`config.mk`:
```
export PLATFORM = sky130hd
export DESIGN_NAME = prim_clock_gate_ctrl
export DESIGN_NICKNAME = d
export VERILOG_FILES = /design/src/rtl/prim_clock_gate_ctrl_pkg.sv /design/src/rtl/prim_clock_gate_ctrl.sv
export SDC_FILE = /design/constraint.sdc
export NUM_CORES = 1
export LEC_CHECK = 0
export CAP_MARGIN = 25
export CORE_UTILIZATION = 30
export CTS_CLUSTER_DIAMETER = 30
export DETAILED_ROUTE_END_ITERATION = 10
export PLACE_DENSITY = 0.49
export SYNTH_ARGS = -nofsm -noshare
export SYNTH_HDL_FRONTEND = slang
export SYNTH_SLANG_ARGS = --single-unit
```
`constraint.sdc`:
```
create_clock -name clk_i -period 1.55 [get_ports clk_i]
set_clock_uncertainty 0.05 [all_clocks]
set_input_delay 0.31 -clock clk_i [delete_from_list [all_inputs] [get_ports clk_i]]
set_output_delay 0.31 -clock clk_i [all_outputs]
set_load 0.05 [all_outputs]
```
`src/rtl/prim_clock_gate_ctrl_pkg.sv`:
```
// Shared types for prim_clock_gate_ctrl.
package prim_clock_gate_ctrl_pkg;

  typedef enum logic [1:0] {
    RUN   = 2'd0,
    GATED = 2'd1,
    WAKE  = 2'd2
  } gate_state_e;

  localparam int unsigned STATS_W = 32;

  // Bits needed to hold 0..n, never less than one.
  function automatic int unsigned cnt_width(input int unsigned n);
    int unsigned w;
    w = $clog2(n + 1);
    return (w < 1) ? 1 : w;
  endfunction

endpackage

```
`src/rtl/prim_clock_gate_ctrl.sv`:
```
// Idle-detecting enable controller for a clock-gate cell.
// Optional gated-cycle statistics: PRIM_CLOCK_GATE_CTRL_STATS_EN.
module prim_clock_gate_ctrl
  import prim_clock_gate_ctrl_pkg::*;
#(
  parameter int unsigned IDLE_CYCLES = 16,
  parameter int unsigned WAKE_CYCLES = 2
) (
  input  logic                 clk_i,
  input  logic                 rst_ni,
  input  logic                 gate_allow_i,
  input  logic                 busy_i,
  input  logic                 wake_i,
  output logic                 en_o,
  output logic                 gated_o,
  output logic                 wake_ready_o
`ifdef PRIM_CLOCK_GATE_CTRL_STATS_EN
  ,
  input  logic                 stats_clr_i,
  output logic [STATS_W-1:0]   gated_cycles_o
`endif
);

  localparam int unsigned IDLE_W = cnt_width(IDLE_CYCLES);
  localparam int unsigned WAKE_W = cnt_width(WAKE_CYCLES);
  localparam logic [IDLE_W-1:0] IDLE_LAST = IDLE_W'(IDLE_CYCLES - 1);
  localparam logic [WAKE_W-1:0] WAKE_LAST =
    WAKE_W'((WAKE_CYCLES == 0) ? 0 : (WAKE_CYCLES - 1));

  gate_state_e       state_q, state_d;
  logic [IDLE_W-1:0] idle_cnt_q, idle_cnt_d;
  logic [WAKE_W-1:0] settle_cnt_q, settle_cnt_d;
  logic              idle;

  assign idle = gate_allow_i & ~busy_i & ~wake_i;

  // Counters default to zero so they clear on every state exit and on any
  // non-idle sample; only the staying-in-state branches advance them.
  always_comb begin
    state_d      = state_q;
    idle_cnt_d   = '0;
    settle_cnt_d = '0;
    case (state_q)
      RUN: begin
        if (idle) begin
          if (idle_cnt_q == IDLE_LAST) begin
            state_d = GATED;
          end else begin
            idle_cnt_d = idle_cnt_q + IDLE_W'(1);
          end
        end
      end
      GATED: begin
        if (wake_i || !gate_allow_i) begin
          if (WAKE_CYCLES == 0) begin
            state_d = RUN;
          end else begin
            state_d = WAKE;
          end
        end
      end
      WAKE: begin
        if ((WAKE_CYCLES == 0) || (settle_cnt_q == WAKE_LAST)) begin
          state_d = RUN;
        end else begin
          settle_cnt_d = settle_cnt_q + WAKE_W'(1);
        end
      end
      default: begin
        state_d = RUN;
      end
    endcase
  end

  always_ff @(posedge clk_i or negedge rst_ni) begin
    if (!rst_ni) begin
      state_q      <= RUN;
      idle_cnt_q   <= '0;
      settle_cnt_q <= '0;
    end else begin
      state_q      <= state_d;
      idle_cnt_q   <= idle_cnt_d;
      settle_cnt_q <= settle_cnt_d;
    end
  end

  assign en_o         = (state_q != GATED);
  assign gated_o      = (state_q == GATED);
  assign wake_ready_o = (state_q == RUN);

`ifdef PRIM_CLOCK_GATE_CTRL_STATS_EN
  logic [STATS_W-1:0] gated_cycles_q, gated_cycles_d;

  always_comb begin
    gated_cycles_d = gated_cycles_q;
    if (stats_clr_i) begin
      gated_cycles_d = '0;
    end else if ((state_q == GATED) && (gated_cycles_q != '1)) begin
      gated_cycles_d = gated_cycles_q + STATS_W'(1);
    end
  end

  always_ff @(posedge clk_i or negedge rst_ni) begin
    if (!rst_ni) begin
      gated_cycles_q <= '0;
    end else begin
      gated_cycles_q <= gated_cycles_d;
    end
  end

  assign gated_cycles_o = gated_cycles_q;
`endif

endmodule

```
==> results of run 1 <==
[logic make-up after synthesis]
group           share of synthesized area
compound gates                     0.0385
xor+xnor                           0.0449
fa+ha+maj                          0.0320
buf+inv                           0.00961
flops                               0.577
simple gates                        0.298
[worst max-delay path, stage by stage (launching register included)]
cell        delay [ps]
dfrtp_1            400
nand2b_4           190
clkinvlp_4         110
buf_12             160
[metal layers]
layer  GRT usage  up-vias  wire [um]  part of all wire
met2       0.229        6        364              0.50
met5           0        -          0                 0
li1            -      137          -                 -
met3      0.0581        0         38             0.052
met4      0.0536        0          0                 0
met1       0.156      137        326              0.45
[area by class of cell]
class                   count  area (um^2)  area share
repair buffers              9          115       0.205
flip-flops and latches      9          225       0.402
clock buffers               4         26.3      0.0469
multi-input cells          22          169       0.301
well taps                  14         17.5      0.0312
inverters                   1         7.51      0.0134
[cell usage after synthesis]
cell | count | share of area
and2_1 | 1 | 0.016
and3_1 | 3 | 0.048
dfrtp_1 | 9 | 0.58
ha_1 | 1 | 0.032
inv_1 | 1 | 0.0096
nand2b_1 | 1 | 0.016
nand2b_4 | 1 | 0.035
nand3_1 | 2 | 0.026
nor2_1 | 3 | 0.029
nor2b_1 | 1 | 0.016
nor3b_2 | 1 | 0.032
nor4_1 | 1 | 0.016
o22ai_1 | 1 | 0.016
o2bb2ai_1 | 1 | 0.022
or2_2 | 1 | 0.016
or2b_1 | 1 | 0.019
or4_4 | 1 | 0.029
xnor2_1 | 2 | 0.045
[where the power goes]
group          internal [mW]  total, mW  switching (mW)  leakage (nW)
sequential             0.240      0.245         0.00473         0.125
clock                 0.0986      0.171          0.0721        0.0150
combinational         0.0296     0.0528          0.0232         0.125
[through the flow]
| step | util | TNS, ps | setup slack, ps | area, um^2 | hold slack [ps] |
|---|---|---|---|---|---|
| after global placement | 0.458 | -92.4 | -49.4 | 529 | 364 |
| after global routing | 0.485 | 0 | 2.80 | 561 | 324 |
| final | 0.485 | 0 | 81.2 | 561 | 304 |
| after detailed placement | 0.458 | -214 | -106 | 529 | 375 |
| after CTS | 0.481 | 0 | 15.4 | 556 | 308 |
| after floorplan | - | 0 | 132 | 397 | -35.6 |
[cell usage in the layout, fill, tap and decap left out, drive strengths merged, types with 2 or more instances in the layout]
cell,Yosys,layout
nand2b,2,2
clkdlybuf4s50,0,4
xnor2,2,2
nor2,3,3
buf,0,5
dfrtp,9,9
nand3,2,2
clkbuf,0,4
and3,3,3
[state kept, by name (all words and copies together) (netlist names)]
name	flops
idle_cnt_q	5
settle_cnt_q	2
state_q	2
[worst paths after layout]
kind | startpoint | end | slack (ps) | cells after the start
min reg2reg | settle_cnt_q[0] | settle_cnt_q[0] | 380 | 1
max reg2reg | idle_cnt_q[0] | idle_cnt_q[1] | 180 | 4
max in group asynchronous | rst_ni | settle_cnt_q[1] | 860 | 1
min | rst_ni | idle_cnt_q[1] | 300 | 1
max | state_q[1] | gated_o | 80 | 3
min in group clk_i | settle_cnt_q[0] | settle_cnt_q[0] | 380 | 1
==> results.py, run 1 <==
metrics = {
    "status": {
        "status": "finished, final reports clean",
    },
    "clock_tree": {
        "cts_max_level": 1,
        "cts_buffers": 3,
        "clk_latency_ps": 250,
        "cts_tree": "built",
        "root_buffer": "clkbuf_4",
        "post-cts-setup-buffers": 0,
        "path_clk_slew_ps": 60,
        "ctsResizeCount": 0,
        "clockBufferDepth": 2,
        "cts-hold-fix-buffers": 0,
        "cts.sinks": 9,
    },
    "detailed_routing": {
        "dr.pass1.iters": 1,
        "wl_per_cell_um": 12.4,
        "vias_per_cell": 4.75,
        "ant_nets": 0,
        "via_count": 280,
        "drtIter0Drc": 0,
        "drc": 0,
        "routed_wl_um": 729,
    },
    "synthesis": {
        "synth_seq_cells": 9,
        "synthesis.yosys.warnings": 0,
        "syn_avg_cell_area_um2": 12.2,
        "synth_cell_types": 18,
        "ys_seq_area_frac": 0.577,
        "synth_area_um2": 390,
        "syn_nets": 38,
        "synthCells": 32,
    },
    "timing": {
        "slew_headroom": 0.731,
        "post-route-min-period_ps": 1470,
        "tightest_slew_ps": 403,
        "setup_viol": 0,
        "post-route-period-util": 0.948,
        "hold_viol_final": 0,
        "fmax_mhz": 681,
        "slew_viol_final": 0,
        "rsz0062_at_grt": "false",
    },
    "grt": {
        "track_usage": 0.138,
        "grt_pass1_vias": 322,
        "gr-total-overflow": 0,
        "grt_pass1_wl_um": 1350,
        "antenna_found_initial": 0,
        "grt_max_degree": 10,
    },
    "power_and_ir_drop": {
        "p_per_area_mw_per_mm2": 836,
        "p_total_uw": 469,
        "p_leak_nw": 0.264,
        "irDropWorstVdd_mv": 0.331,
    },
    "placed_design": {
        "portBuffers": 7,
        "placed_cells": 55,
        "hpwl_um": 566,
        "place.gp.congestion": 0.675,
    },
    "critical_path": {
        "path_class": "register to output port",
        "arrival_ps": 1110,
        "path_max_fanout": 5,
        "cp.required_ps": 1190,
        "startpoint_type": "register",
        "crit_path_end_kind": "output port",
    },
    "cells_and_area": {
        "stdcell_count": 59,
        "n_antenna_cell": 0,
        "syn_to_final_growth_pct": 43.6,
        "nets": 52,
        "nFillCells": 112,
        "drive_above_1_share": 0.311,
    },
    "hold_path": {
        "hp-class": "input pin to async pin",
    },
    "floorplanning": {
        "coreArea_mm2": 0.00116,
        "ios": 8,
        "die_x_um": 38.1,
        "rows": 12,
        "start_util": 0.338,
        "die_y_um": 38.1,
        "die-area_mm2": 0.00145,
    },
    "run": {
        "maxCapViolations": 0,
    },
}
(Power assumes the default switching activity.)
==> run 2: changes to the inputs <==
- CORE_UTILIZATION: 30 -> 25
- PLACE_DENSITY: 0.49 -> 0.43
==> results.py, run 2 (synthesis results as in run 1) <==
metrics = {
    "cells_and_area": {
        "utilization": 0.406,
        "n_antenna_cell": 0,
        "syn_to_final_growth_pct": 43.9,
        "drive_above_1_share": 0.311,
        "largest_reg_flops": 5,
        "final_common_cell": "dfrtp_1",
        "final_cell_area_um2": 562,
        "stdcell_count": 60,
        "regMostFlops": "idle_cnt_q",
        "mostFrequentLayoutCells": "dfrtp_1 (9), clkdlybuf4s50_1 (4)",
        "top_regs": "idle_cnt_q x5, settle_cnt_q x2, state_q x2",
        "nets": 52,
    },
    "timing": {
        "slew_headroom": 0.728,
        "fmax_mhz": 673,
        "rsz0062_at_grt": "false",
        "post-route-min-period_ps": 1490,
        "tightest_slew_ps": 407,
        "timing.hold.ws_ps": 293,
        "hold_viol_final": 0,
        "slew_viol_final": 0,
        "post-route-period-util": 0.958,
        "setup_viol": 0,
    },
    "placed_design": {
        "hpwl_um": 598,
        "place.gp.congestion": 0.626,
        "post_dp_cell_area_um2": 531,
        "portBuffers": 7,
        "placed_cells": 56,
    },
    "clock_tree": {
        "clk_latency_ps": 260,
        "cts.sinks": 9,
        "path_clk_slew_ps": 60,
        "post-cts-setup-buffers": 0,
        "cts-hold-fix-buffers": 0,
        "cts_max_level": 1,
        "clockBufferDepth": 2,
        "root_buffer": "clkbuf_4",
        "cts_buffers": 3,
        "ctsResizeCount": 0,
        "cts_tree": "built",
    },
    "detailed_routing": {
        "wl_per_cell_um": 13.0,
        "ant_nets": 0,
        "vias_per_cell": 4.65,
        "drtIter0Drc": 4,
        "dr.pass1.iters": 2,
        "via_count": 279,
        "drc": 0,
        "routed_wl_um": 782,
    },
    "power_and_ir_drop": {
        "irDropWorstVdd_mv": 0.408,
        "p_leak_nw": 0.264,
        "p_total_uw": 475,
        "p_per_area_mw_per_mm2": 846,
    },
    "grt": {
        "grt_pass1_vias": 299,
        "grt_pass1_wl_um": 1240,
        "track_usage": 0.0976,
        "grt_max_degree": 10,
        "gr-total-overflow": 0,
        "antenna_found_initial": 0,
    },
    "critical_path": {
        "arrival_ps": 1130,
        "max_stage_delay_ps": 410,
        "cp.required_ps": 1190,
        "crit_end": "gated_o",
        "crit_path_cell_trace": "nand2b_4 > clkinvlp_4 > buf_12",
        "crit_path_end_kind": "output port",
        "worstRegToRegCells": 4,
        "reg2reg_from": "idle_cnt_q[0]",
        "startpoint": "state_q[1]",
        "regToRegSetupSlack_ps": 180,
        "slowest_stage": "dfrtp_1",
        "r2r_end": "idle_cnt_q[1]",
        "path_max_fanout": 5,
        "path_class": "register to output port",
        "startpoint_type": "register",
    },
    "floorplanning": {
        "die-area_mm2": 0.00172,
        "coreArea_mm2": 0.00138,
        "rows": 13,
        "ios": 8,
        "die_y_um": 41.5,
        "die_x_um": 41.5,
        "start_util": 0.282,
    },
    "run": {
        "maxCapViolations": 0,
    },
    "status": {
        "status": "finished, final reports clean",
    },
    "hold_path": {
        "hp-class": "input pin to async pin",
    },
}
==> run 2: cell type report <==
class	instances	area, um^2
Sequential cell	9	225
Fill cell	125	821
Inverter	1	7.51
Timing Repair Buffer	9	115
Clock buffer	4	26.3
Tap cell	15	18.8
Multi-Input combinational cell	22	169
==> run 2: worst max-delay path, delay by kind of cell, from the launching register on <==
kind,cells,cell delay (ps)
flip-flops,1,410
buffers and inverters,2,280
AND/OR/NAND/NOR,1,190
==> run 2: per-layer routing <==
metal | GRT usage | up-vias | wire (um)
met3 | 0.0652 | 0 | 46
met1 | 0.108 | 138 | 303
met2 | 0.156 | 5 | 432
met5 | 0 | - | 0
met4 | 0.0194 | 0 | 0
li1 | - | 136 | -
==> run 2: how the worst min path moves through the flow <==
stage,endpoint,startpoint,cells past startpoint
2_1_floorplan,idle_cnt_q[0],rst_ni,0
3_3_place_gp,settle_cnt_q[0],settle_cnt_q[0],1
3_5_place_dp,settle_cnt_q[0],settle_cnt_q[0],1
4_1_cts,idle_cnt_q[0],rst_ni,1
5_1_grt,idle_cnt_q[0],rst_ni,1
6_report,idle_cnt_q[0],rst_ni,1
==> run 2: where the power goes <==
part,leakage [nW],internal [mW],switching (mW),total (mW)
Clock,0.0150,0.0989,0.0778,0.177
Combinational,0.125,0.0296,0.0235,0.0531
Sequential,0.125,0.240,0.00506,0.245
==> run 2: metrics by stage <==
stage	worst slack [ps]	setup TNS, ps
after floorplan	132	0
after global placement	-64.5	-110
after detailed placement	-90.5	-195
after CTS	0.493	0
after global routing	8.67	0
final	64.6	0
==> run 3: changes to the inputs <==
- DONT_BUFFER_PORTS: unset -> 1
- PLACE_DENSITY: 0.43 -> 0.36
==> results.py, run 3 (synthesis results as in run 1) <==
metrics = {
    "cells_and_area": {
        "top_regs": "idle_cnt_q x5, settle_cnt_q x2, state_q x2",
        "largest_reg_flops": 5,
        "n_antenna_cell": 0,
        "drive_above_1_share": 0.282,
        "final_common_cell": "dfrtp_1",
        "mostFrequentLayoutCells": "dfrtp_1 (9), nor2_1 (3), and3_1 (3), clkbuf_4 (3)",
        "regMostFlops": "idle_cnt_q",
        "utilization": 0.338,
        "nets": 46,
        "syn_to_final_growth_pct": 19.6,
    },
    "clock_tree": {
        "cts_buffers": 3,
        "cts_tree": "built",
        "cts.sinks": 9,
        "cts_max_level": 1,
        "cts-hold-fix-buffers": 1,
        "path_clk_slew_ps": 60,
        "root_buffer": "clkbuf_4",
        "ctsResizeCount": 0,
        "post-cts-setup-buffers": 0,
        "clockBufferDepth": 2,
        "clk_latency_ps": 260,
    },
    "floorplanning": {
        "start_util": 0.282,
        "die-area_mm2": 0.00172,
        "ios": 8,
        "die_x_um": 41.5,
        "coreArea_mm2": 0.00138,
        "rows": 13,
        "die_y_um": 41.5,
    },
    "critical_path": {
        "r2r_end": "idle_cnt_q[1]",
        "slowest_stage": "dfrtp_1",
        "startpoint_type": "register",
        "cp.required_ps": 1190,
        "reg2reg_from": "idle_cnt_q[0]",
        "arrival_ps": 1110,
        "path_max_fanout": 5,
        "worstRegToRegCells": 4,
        "crit_path_cell_trace": "nand2b_2 > clkinvlp_4",
        "path_class": "register to output port",
        "regToRegSetupSlack_ps": 210,
        "crit_path_end_kind": "output port",
        "max_stage_delay_ps": 420,
    },
    "timing": {
        "tightest_slew_ps": 467,
        "hold_viol_final": 0,
        "slew_headroom": 0.686,
        "rsz0062_at_grt": "false",
        "setup_viol": 0,
        "slew_viol_final": 0,
        "post-route-period-util": 0.946,
        "tns_ps": 0,
        "post-route-min-period_ps": 1470,
        "fmax_mhz": 682,
    },
    "power_and_ir_drop": {
        "p_leak_nw": 0.221,
        "p_per_area_mw_per_mm2": 979,
        "irDropWorstVdd_mv": 0.414,
    },
    "detailed_routing": {
        "wl_per_cell_um": 13.0,
        "ant_nets": 0,
        "vias_per_cell": 4.76,
        "drc": 0,
        "dr.pass1.iters": 2,
        "drtIter0Drc": 1,
        "routed_wl_um": 701,
        "via_count": 257,
    },
    "hold_path": {
        "holdPathStages": 2,
        "holdPathEnd": "state_q[0]",
        "hp-class": "input pin to register",
        "hold_path.startpoint": "gate_allow_i",
    },
    "grt": {
        "antenna_found_initial": 0,
        "gr-total-overflow": 0,
        "grt_pass1_vias": 291,
        "grt_pass1_wl_um": 1250,
        "grt_max_degree": 10,
        "track_usage": 0.105,
    },
    "placed_design": {
        "portBuffers": 0,
        "hpwl_um": 517,
        "place.gp.congestion": 0.615,
    },
    "status": {
        "status": "finished, final reports clean",
    },
    "run": {
        "maxCapViolations": 0,
    },
}
## run 3: cell count changes in the layout (fill, tap and decap cells not counted)
cell and change:
nand2b_2 +1, clkdlybuf4s50_1 -4, buf_12 -3, nand2b_4 -1, dlygate4sd3_1 +1
## run 3: final cells by class
type / instances / area [um^2]
Fill cell: 138 / 916
Sequential cell: 9 / 225
Multi-Input combinational cell: 22 / 164
Clock buffer: 4 / 26.3
Timing Repair Buffer: 3 / 25.0
Tap cell: 15 / 18.8
Inverter: 1 / 7.51
## run 3: critical path, delay by kind of cell, from the launching register on
| kind | cells | cell delay, ps |
|---|---|---|
| simple gates | 1 | 220 |
| flops | 1 | 420 |
| buf+inv | 1 | 210 |
## run 3: how the worst max path moves through the flow
| stage | startpoint | endpoint | slack, ps |
|---|---|---|---|
| after floorplan | state_q[0] | wake_ready_o | 130 |
| after global placement | idle_cnt_q[0] | idle_cnt_q[1] | 230 |
| after detailed placement | idle_cnt_q[0] | idle_cnt_q[1] | 210 |
| after CTS | state_q[1] | gated_o | 70 |
| after global routing | state_q[1] | gated_o | 30 |
| final | state_q[1] | gated_o | 80 |
## run 3: where the power goes
group	switching (mW)	internal [mW]
Sequential	0.00456	0.240
Clock	0.0797	0.0990
Combinational	0.0191	0.0141
## run 3: routing by layer
layer / part of all wire / vias up / GRT usage
met2: 0.49 / 6 / 0.156
met4: 0 / 0 / 0.0968
li1: - / 124 / -
met3: 0.070 / 0 / 0.0478
met1: 0.44 / 127 / 0.110
met5: 0 / - / 0
## run 3: metrics by stage
step / worst slack, ps / hold WS (ps) / total power [mW] / std cells / area (um^2)
6_report: 83.7 / 160 / 0.457 / 54 / 467
5_1_grt: 29.9 / 151 / 0.489 / 54 / 467
4_1_cts: 67.6 / 154 / 0.470 / 54 / 467
3_5_place_dp: 213 / -35.3 / 0.276 / 49 / 430
3_3_place_gp: 234 / -35.4 / 0.276 / 49 / 430
2_1_floorplan: 132 / -35.6 / 0.270 / 32 / 397
